===== config.mk =====
export PLATFORM = sky130hd
export DESIGN_NAME = muldiv_seq_flat
export DESIGN_NICKNAME = d
export VERILOG_FILES = /design/src/rtl/muldiv_seq_if.sv /design/src/rtl/muldiv_seq.sv /design/src/flat_wrapper.sv
export SDC_FILE = /design/constraint.sdc
export NUM_CORES = 1
export LEC_CHECK = 0
export CORE_AREA = 2 2 187 189
export CTS_BUF_LIST = sky130_fd_sc_hd__clkbuf_4 sky130_fd_sc_hd__clkbuf_8 sky130_fd_sc_hd__clkbuf_16
export DETAILED_ROUTE_END_ITERATION = 6
export DIE_AREA = 0 0 189 191
export GPL_ROUTABILITY_DRIVEN = 0
export PLACE_DENSITY = 0.75
export SLEW_MARGIN = 25
export SYNTH_ARGS = -nofsm -noshare
export SYNTH_HDL_FRONTEND = slang
export SYNTH_SLANG_ARGS = --single-unit

===== constraint.sdc =====
create_clock -name clk -period 7 [get_ports clk]
set_input_delay 2.1 -clock clk [delete_from_list [all_inputs] [get_ports clk]]
set_output_delay 2.1 -clock clk [all_outputs]
set_load 0.03 [all_outputs]

===== src/rtl/muldiv_seq_if.sv =====
// Request/response bundle between the EX stage and the RV32M multiply/divide sequencer.
interface muldiv_seq_if #(
  parameter int unsigned XLEN = 32
);
  logic            start_i;
  logic [2:0]      func_i;
  logic [XLEN-1:0] op_a_i;
  logic [XLEN-1:0] op_b_i;
  logic            flush_i;
  logic            stall_o;
  logic [XLEN-1:0] result_o;
  logic            done_o;

  modport master (
    output start_i, func_i, op_a_i, op_b_i, flush_i,
    input  stall_o, result_o, done_o
  );

  modport slave (
    input  start_i, func_i, op_a_i, op_b_i, flush_i,
    output stall_o, result_o, done_o
  );
endinterface


===== src/rtl/muldiv_seq.sv =====
// Iterative RV32M multiply/divide sequencer sharing one shift/add-subtract engine.
// Optional single-cycle multiply path: define MULDIV_FAST_MUL_EN.
module muldiv_seq #(
  parameter int unsigned XLEN  = 32,
  parameter int unsigned CNT_W = 5
) (
  input logic         clk,
  input logic         rst,
  muldiv_seq_if.slave bus
);

  typedef enum logic [1:0] {StIdle, StCalc, StFix, StDone} state_e;

  localparam logic [XLEN-1:0] IntMin = {1'b1, {(XLEN-1){1'b0}}};

  state_e             state_q, state_d;
  logic [CNT_W-1:0]   cnt_q, cnt_d;
  logic [2:0]         func_q, func_d;
  logic               neg_q, neg_d;
  logic [XLEN-1:0]    hi_q, hi_d;
  logic [XLEN-1:0]    lo_q, lo_d;
  logic [XLEN-1:0]    b_q, b_d;
  logic [XLEN-1:0]    result_q, result_d;
  logic               stall;

  // Operand conditioning for the incoming instruction
  logic               a_signed, b_signed, s_a, s_b, is_div, accept;
  logic [XLEN-1:0]    abs_a, abs_b;

  // Datapath intermediates
  logic [XLEN:0]      add_sum, mul_sum, shifted, diff;
  logic               ge;
  logic [2*XLEN-1:0]  prod_n;
  logic [XLEN-1:0]    quo_n, rem_n, fix_res;

`ifdef MULDIV_FAST_MUL_EN
  logic signed [2*XLEN-1:0] fa, fb, fprod;
`endif

  always_comb begin
    a_signed = (bus.func_i == 3'd1) || (bus.func_i == 3'd2) ||
               (bus.func_i == 3'd4) || (bus.func_i == 3'd6);
    b_signed = (bus.func_i == 3'd1) || (bus.func_i == 3'd4) || (bus.func_i == 3'd6);
    s_a      = a_signed & bus.op_a_i[XLEN-1];
    s_b      = b_signed & bus.op_b_i[XLEN-1];
    abs_a    = s_a ? -bus.op_a_i : bus.op_a_i;
    abs_b    = s_b ? -bus.op_b_i : bus.op_b_i;
    is_div   = bus.func_i[2];
    accept   = bus.start_i & ~bus.flush_i;
  end

`ifdef MULDIV_FAST_MUL_EN
  always_comb begin
    fa    = signed'({{XLEN{s_a}}, bus.op_a_i});
    fb    = signed'({{XLEN{s_b}}, bus.op_b_i});
    fprod = fa * fb;
  end
`endif

  // Shift-add step: {carry, hi, lo} shifts right one place per iteration
  always_comb begin
    add_sum = {1'b0, hi_q} + {1'b0, b_q};
    mul_sum = lo_q[0] ? add_sum : {1'b0, hi_q};
    // Restoring step: shifted < 2*divisor, so a set top bit always means "subtract"
    shifted = {hi_q, lo_q[XLEN-1]};
    diff    = shifted - {1'b0, b_q};
    ge      = shifted[XLEN] | ~diff[XLEN];
  end

  always_comb begin
    prod_n = neg_q ? -{hi_q, lo_q} : {hi_q, lo_q};
    quo_n  = neg_q ? -lo_q : lo_q;
    rem_n  = neg_q ? -hi_q : hi_q;
    if (!func_q[2]) begin
      fix_res = (func_q[1:0] == 2'd0) ? prod_n[XLEN-1:0] : prod_n[2*XLEN-1:XLEN];
    end else begin
      fix_res = func_q[1] ? rem_n : quo_n;
    end
  end

  always_comb begin
    state_d  = state_q;
    cnt_d    = cnt_q;
    func_d   = func_q;
    neg_d    = neg_q;
    hi_d     = hi_q;
    lo_d     = lo_q;
    b_d      = b_q;
    result_d = result_q;
    stall    = 1'b0;

    unique case (state_q)
      StIdle: begin
        if (accept) begin
          stall   = 1'b1;
          func_d  = bus.func_i;
          neg_d   = (is_div && bus.func_i[1]) ? s_a : (s_a ^ s_b);
          cnt_d   = CNT_W'(XLEN - 1);
          hi_d    = '0;
          lo_d    = is_div ? abs_a : abs_b;
          b_d     = is_div ? abs_b : abs_a;
          state_d = StCalc;
          if (is_div && (bus.op_b_i == '0)) begin
            result_d = bus.func_i[1] ? bus.op_a_i : '1;
            state_d  = StDone;
          end else if (is_div && !bus.func_i[0] && (bus.op_a_i == IntMin) &&
                       (bus.op_b_i == '1)) begin
            result_d = bus.func_i[1] ? '0 : IntMin;
            state_d  = StDone;
          end
`ifdef MULDIV_FAST_MUL_EN
          else if (!is_div) begin
            result_d = (bus.func_i[1:0] == 2'd0) ? fprod[XLEN-1:0] : fprod[2*XLEN-1:XLEN];
            state_d  = StDone;
          end
`endif
        end
      end
      StCalc: begin
        stall = 1'b1;
        if (func_q[2]) begin
          hi_d = ge ? diff[XLEN-1:0] : shifted[XLEN-1:0];
          lo_d = {lo_q[XLEN-2:0], ge};
        end else begin
          hi_d = mul_sum[XLEN:1];
          lo_d = {mul_sum[0], lo_q[XLEN-1:1]};
        end
        if (cnt_q == '0) begin
          state_d = StFix;
        end else begin
          cnt_d = cnt_q - 1'b1;
        end
      end
      StFix: begin
        stall    = 1'b1;
        result_d = fix_res;
        state_d  = StDone;
      end
      StDone: begin
        state_d = StIdle;
      end
      default: state_d = StIdle;
    endcase

    // A killed operation leaves no trace on the result
    if (bus.flush_i) begin
      state_d  = StIdle;
      result_d = result_q;
    end
  end

  always_ff @(posedge clk or posedge rst) begin
    if (rst) begin
      state_q  <= StIdle;
      cnt_q    <= '0;
      func_q   <= '0;
      neg_q    <= 1'b0;
      hi_q     <= '0;
      lo_q     <= '0;
      b_q      <= '0;
      result_q <= '0;
    end else begin
      state_q  <= state_d;
      cnt_q    <= cnt_d;
      func_q   <= func_d;
      neg_q    <= neg_d;
      hi_q     <= hi_d;
      lo_q     <= lo_d;
      b_q      <= b_d;
      result_q <= result_d;
    end
  end

  assign bus.stall_o  = stall;
  assign bus.result_o = result_q;
  assign bus.done_o   = (state_q == StDone) & ~bus.flush_i;

endmodule

===== src/flat_wrapper.sv =====
// flat-port wrapper written by rule: the top's interface ports become plain ports
module muldiv_seq_flat 
#(
  parameter int unsigned XLEN  = 32,
  parameter int unsigned CNT_W = 5
)
  (clk, rst, bus_start_i, bus_func_i, bus_op_a_i, bus_op_b_i, bus_flush_i, bus_stall_o, bus_result_o, bus_done_o);
  muldiv_seq_if #(.XLEN(XLEN)) bus_i ();
  input logic clk;
  input logic rst;
  input wire logic [$bits(bus_i.start_i)-1:0] bus_start_i;
  input wire logic [$bits(bus_i.func_i)-1:0] bus_func_i;
  input wire logic [$bits(bus_i.op_a_i)-1:0] bus_op_a_i;
  input wire logic [$bits(bus_i.op_b_i)-1:0] bus_op_b_i;
  input wire logic [$bits(bus_i.flush_i)-1:0] bus_flush_i;
  output wire logic [$bits(bus_i.stall_o)-1:0] bus_stall_o;
  output wire logic [$bits(bus_i.result_o)-1:0] bus_result_o;
  output wire logic [$bits(bus_i.done_o)-1:0] bus_done_o;
  assign bus_i.start_i = bus_start_i;
  assign bus_i.func_i = bus_func_i;
  assign bus_i.op_a_i = bus_op_a_i;
  assign bus_i.op_b_i = bus_op_b_i;
  assign bus_i.flush_i = bus_flush_i;
  assign bus_stall_o = bus_i.stall_o;
  assign bus_result_o = bus_i.result_o;
  assign bus_done_o = bus_i.done_o;
  muldiv_seq #(.XLEN(XLEN), .CNT_W(CNT_W)) u_core (.clk(clk), .rst(rst), .bus(bus_i));
endmodule

Word level (Yosys, flattened, before mapping):

Cells that the tools add are included.

* RAM bits: 0
* flip-flop bits (word level): 139
* memories kept: 0
* bits in latches: 0
* logic and storage cells: 97
* bits of input ports: 71
* bits in read-only memories: 0

* reduce and logical (&&, ||, !) cells: 23
* multipliers: 0
* bitwise gates (word level): 8
* add/sub/neg operators: 8
* multiplexer cells: 36
* divide/modulo/power cells: 0
* order comparisons: 0
* equal/unequal tests: 14
* shift-type cells: 0

Operators with widths (count)
* 32-bit two-way mux: 19
* 32-bit case mux with 2 select lines: 3
* 32-bit negator: 4
* 32-bit equality test (second input constant): 2
* 64-bit two-way mux: 1
* 64-bit negator: 1
* 32-bit by 32-bit adder with 33-bit output: 1
* 33-bit two-way mux: 1
* 33-bit by 32-bit subtractor with 33-bit output: 1
* 32-bit logical NOT: 1
* 2-bit two-way mux: 5
* 5-bit two-way mux: 2
* 5-bit case mux with 2 select lines: 1
* 2-bit case mux with 4 select lines: 1
* 3-bit equality test (second input constant): 2
* 3-bit by 2-bit inequality test with 1-bit output (second input constant): 2
* 2-bit AND reduction: 3
* 1-bit logical AND: 5
* 5-bit logical NOT: 1
* 1-bit logical OR: 5
* 5-bit by 1-bit subtractor with 5-bit output (second input constant): 1
* 1-bit bitwise AND: 4
* 2-bit equality test (second input constant): 2
* 2-bit logical NOT: 2
* other kinds (16): 19

Depth between registers and ports, before layout:

* depth after elaboration: 9
* mapped depth: 14

Worst setup path before layout:

Ideal clock, no wire load.

* path kind: input-to-output
* from: input port bus_start_i
* to: output port bus_stall_o
* arrival: 3.177 ns
* setup slack: 1.723 ns
* stages: 4
* required time: 4.900 ns
* path through: nor2b_1 > nand2_1 > clkbuf_1 > a21oi_1

* longest elaborated chain between the ends: 3

RTL lines
* from (decl): line flat_wrapper.sv:11 `input wire logic [$bits(bus_i.start_i)-1:0] bus_start_i;`
* 1-bit bitwise AND: line muldiv_seq.sv:49 `accept = bus.start_i & ~bus.flush_i;`
* 1-bit two-way mux: line muldiv_seq.sv:94 `if (accept) begin`
* 1-bit case mux with 2 select lines: line muldiv_seq.sv:92 `unique case (state_q)`
* to (decl): line flat_wrapper.sv:16 `output wire logic [$bits(bus_i.stall_o)-1:0] bus_stall_o;`

No other way between the ends.

Worst setup path in the final report:

Same ends and word-level chain as after synthesis.

==> results.md <==
* Met3 Resource Use GR at 6.19%
* Leading area contributor after synthesis: dfrtp_1
* Clock latency on the worst-skew pair at 0.44 ns
* Ys flop type: dfrtp_1
* Fin crit share at 84.9%
* Drt initial violations at 2,551
* # resized after CTS at 0
* Pleak at between 0.006 and 0.007 uW
* CTS Buf Count at 17
* Routed len/inst at 21.7 um
* Clk pin slew, worst setup/hold paths at around 0.07 ns
* Syn Nets at 2,267
* CTS tree: built
* First-pass GRT wire length at 85,200 um
* Fin cells at roughly 2,600
* Final Critical Period at 5.94 ns
* Top post-synthesis cells by area: dfrtp_1, nand2_1, o21ai_0, ha_1, a21oi_1
* Pwr dens at between 300 and 400 nW/um^2
* Vias in the first global route at ~15,000
* Total grt overflow at 0
* Cell Rows at 68
* Kind of critical path: input pin to output port
* Min-delay worst type: flip-flop to flip-flop
* Largest net degree at the start of global routing at ~100
* CP Launch Type: input pin
* CP Capture Type: output port
* Number of I/O pins at 105
* Avg Inst Size Synth at 7.29 sq um
* DR vias/cell at ~6.5
* Initial Utilization at 45.2%
* Synth-to-Final Area Change at 11.2%
* # Post-CTS Setup Buffers at 0
* Initial antenna violation count at 1
* H-tree lvl count at 4
* Int Power at approximately 3000 uW
* CP Launch Point: bus_start_i
* Post-synth top area share at 22.5%
* Clk pwr share at 14.3%
* Ys async rst share at 100%
* Residual DRC at 0
* Final hold vios at 0
* Met2 Usage GRT at between 40% and 50%
* Fillers at 3,250
* Yosys warnings at 0
* N_diodes at 0
* GRT Total Usage at 30.1%
* Max Freq at 0.168 GHz
* Final worst slack at 1.06 ns
* PortBufs at 104
* Clock Skew at 0.0157 ns
* Net Switching at ~3400 uW
* Most used routing layer in global routing: met2
* Die Ht at 191 um
* Sequential cell area fraction in the yosys report at a little under a quarter
* Slew Limit Fails at 0
* Met1 Use GR at 40.8%
* FF/Latch Area at 3480 sq um
* Max-slew headroom at 28.8%
* Final Net Count at 2,250
* Final core occ at 50.3%
* Distinct cells, synth at just under 80
* Net Sw Frac at between 50% and 60%
* Vias at 16,758
* Max-Cap Viols at 0
* Max clock buf depth at 2
* Share of cells above drive strength 1 at around 5.3%
* Final WL at 55,700 um
* Inst Count DP at 2,537
* DP HPWL at approximately 42,000 um
* Root buf cell: clkbuf_16
* Sum of negative setup slack at 0 ns
* Share of power burned in registers at 23.8%
* Antenna-violating nets left at 0
* Req. time, crit path at approximately 4.9 ns
* Drt first pass iters at 7
* Mapped Cells at 2,118
* Arr. time, crit path at around 3.8 ns
* Die extent in x at 189 um
* Area of the multi-input gates at 11,100 sq um
* Core Box Area at 34,100 sq um
* Least-Margin Pin Slew at around 1.1 ns
* Total power at 6400 uW
* HP Start: u_core.bus.result_o[9]
* Post-synthesis register bit count at ~140
* Reg2reg start: u_core.hi_q[14]
* Post-CTS Hold Buffers at 0
* Clk sinks at ~140
* Outcome: complete, no violations
* Logic pwr share at slightly above 60%
* Setup WS pre-CTS at 1.06 ns
* RSZ-0062 raised after global routing: false
* Die area at 36,100 sq um
* Maximum vdd ir drop at about 260 uV
* Worst Path Max Fanout at 4
* Setup violations, final at 0
* Post-synth EDFFs at 0
* Post-synth design cell area at 15,400 sq um
-- path summary, 6_finish.rpt --
path	slack (ns)	cells after the start	end
max	1.06	5	bus_stall_o
min	0.49	2	u_core.bus.result_o[9]
max reg2reg	2.64	10	u_core.hi_q[25]
min reg2reg	0.49	2	u_core.bus.result_o[9]
max in group asynchronous	3.58	3	u_core.hi_q[19]
min in group asynchronous	2.19	2	u_core.cnt_q[4]
-- metal layers --
metal	wire [um]	share of wire [%]
met1	22900	41
met2	24000	43
met3	6080	11
met4	2810	5.0
met5	12	0.022
-- cells in the final DEF (no fill, tap or decap), drive strengths merged, types with 23 or more instances in the layout --
master / instances
a31oi: 26
xor2: 87
nand4: 29
o21ai: 217
dfrtp: 139
nor2: 181
inv: 78
o31ai: 47
nor3: 45
mux2: 24
a21oi: 182
nand3: 36
xnor2: 88
clkdlybuf4s50: 103
ha: 76
o211ai: 26
nand2: 284
a211oi: 42
nor2b: 23
a21o: 35
mux2i: 41
-- through the flow --
stage | hold slack (ns) | instance area [sq um]
after global routing | 0.517 | 17200
after CTS | 0.491 | 17200
after floorplan | 0.478 | 15400
after global placement | 0.469 | 16600
final | 0.491 | 17200
after detailed placement | 0.476 | 16600
-- critical path: stages --
cell and delay [ns]:
clkdlybuf4s50_1 0.54, nor2b_1 0.26, nand2_2 0.10, a21oi_1 0.16, clkdlybuf4s50_1 0.69
-- synthesized netlist by cell type (all sizes together), types with 4 or more instances --
cell type	number
and3	4
xor2	87
o31ai	47
nor4	16
nand3	36
o31a	7
dfrtp	139
o221ai	18
nor2b	23
or4	20
a221oi	10
or3	22
mux2	24
a221o	5
o41ai	18
o21a	10
o22ai	13
ha	76
a31o	4
mux2i	41
a211o	4
nor3	45
o21bai	7
a31oi	26
and2	6
a211oi	42
clkbuf	135
nand4	29
o211ai	26
buf	24
inv	67
nand2	284
a21o	35
o311ai	10
nand2b	22
or2	10
a21oi	182
a22o	15
nor2	181
xnor2	88
o21ai	217
-- registers in the layout (all words and copies together) (netlist names) --
name                 flops
u_core.hi_q             32
u_core.lo_q             32
u_core.bus.result_o     32
u_core.b_q              32
u_core.neg_q             1
u_core.state_q           2
u_core.cnt_q             5
u_core.func_q            3
-- cell type report --
class | count | area share (%)
well taps | 455 | 3.32
multi-input cells | 1750 | 64.6
clock buffers | 17 | 2.48
clock inverters | 15 | 0.868
repair buffers | 123 | 6.87
flip-flops and latches | 139 | 20.3
inverters | 70 | 1.56
-- power groups by stage --
stage          Clock, uW  Combinational, uW  Sequential [uW]
3_5_place_dp           0               3820             1510
3_3_place_gp           0               3730             1500
2_1_floorplan          0               3030             1260
5_1_grt              950               4320             1550
6_report             916               3960             1530
4_1_cts              920               3850             1500
-- cells by family after synthesis --
kind of cell / count (synthesis) / share of synthesized area, %
compound gates: 725 / 29.9
xor+xnor: 175 / 9.93
fa+ha+maj: 78 / 6.42
buf+inv: 229 / 5.76
flops: 139 / 22.5
mux: 65 / 4.41
simple gates: 707 / 21.1
No activity file was read; power rests on OpenSTA's default activity.
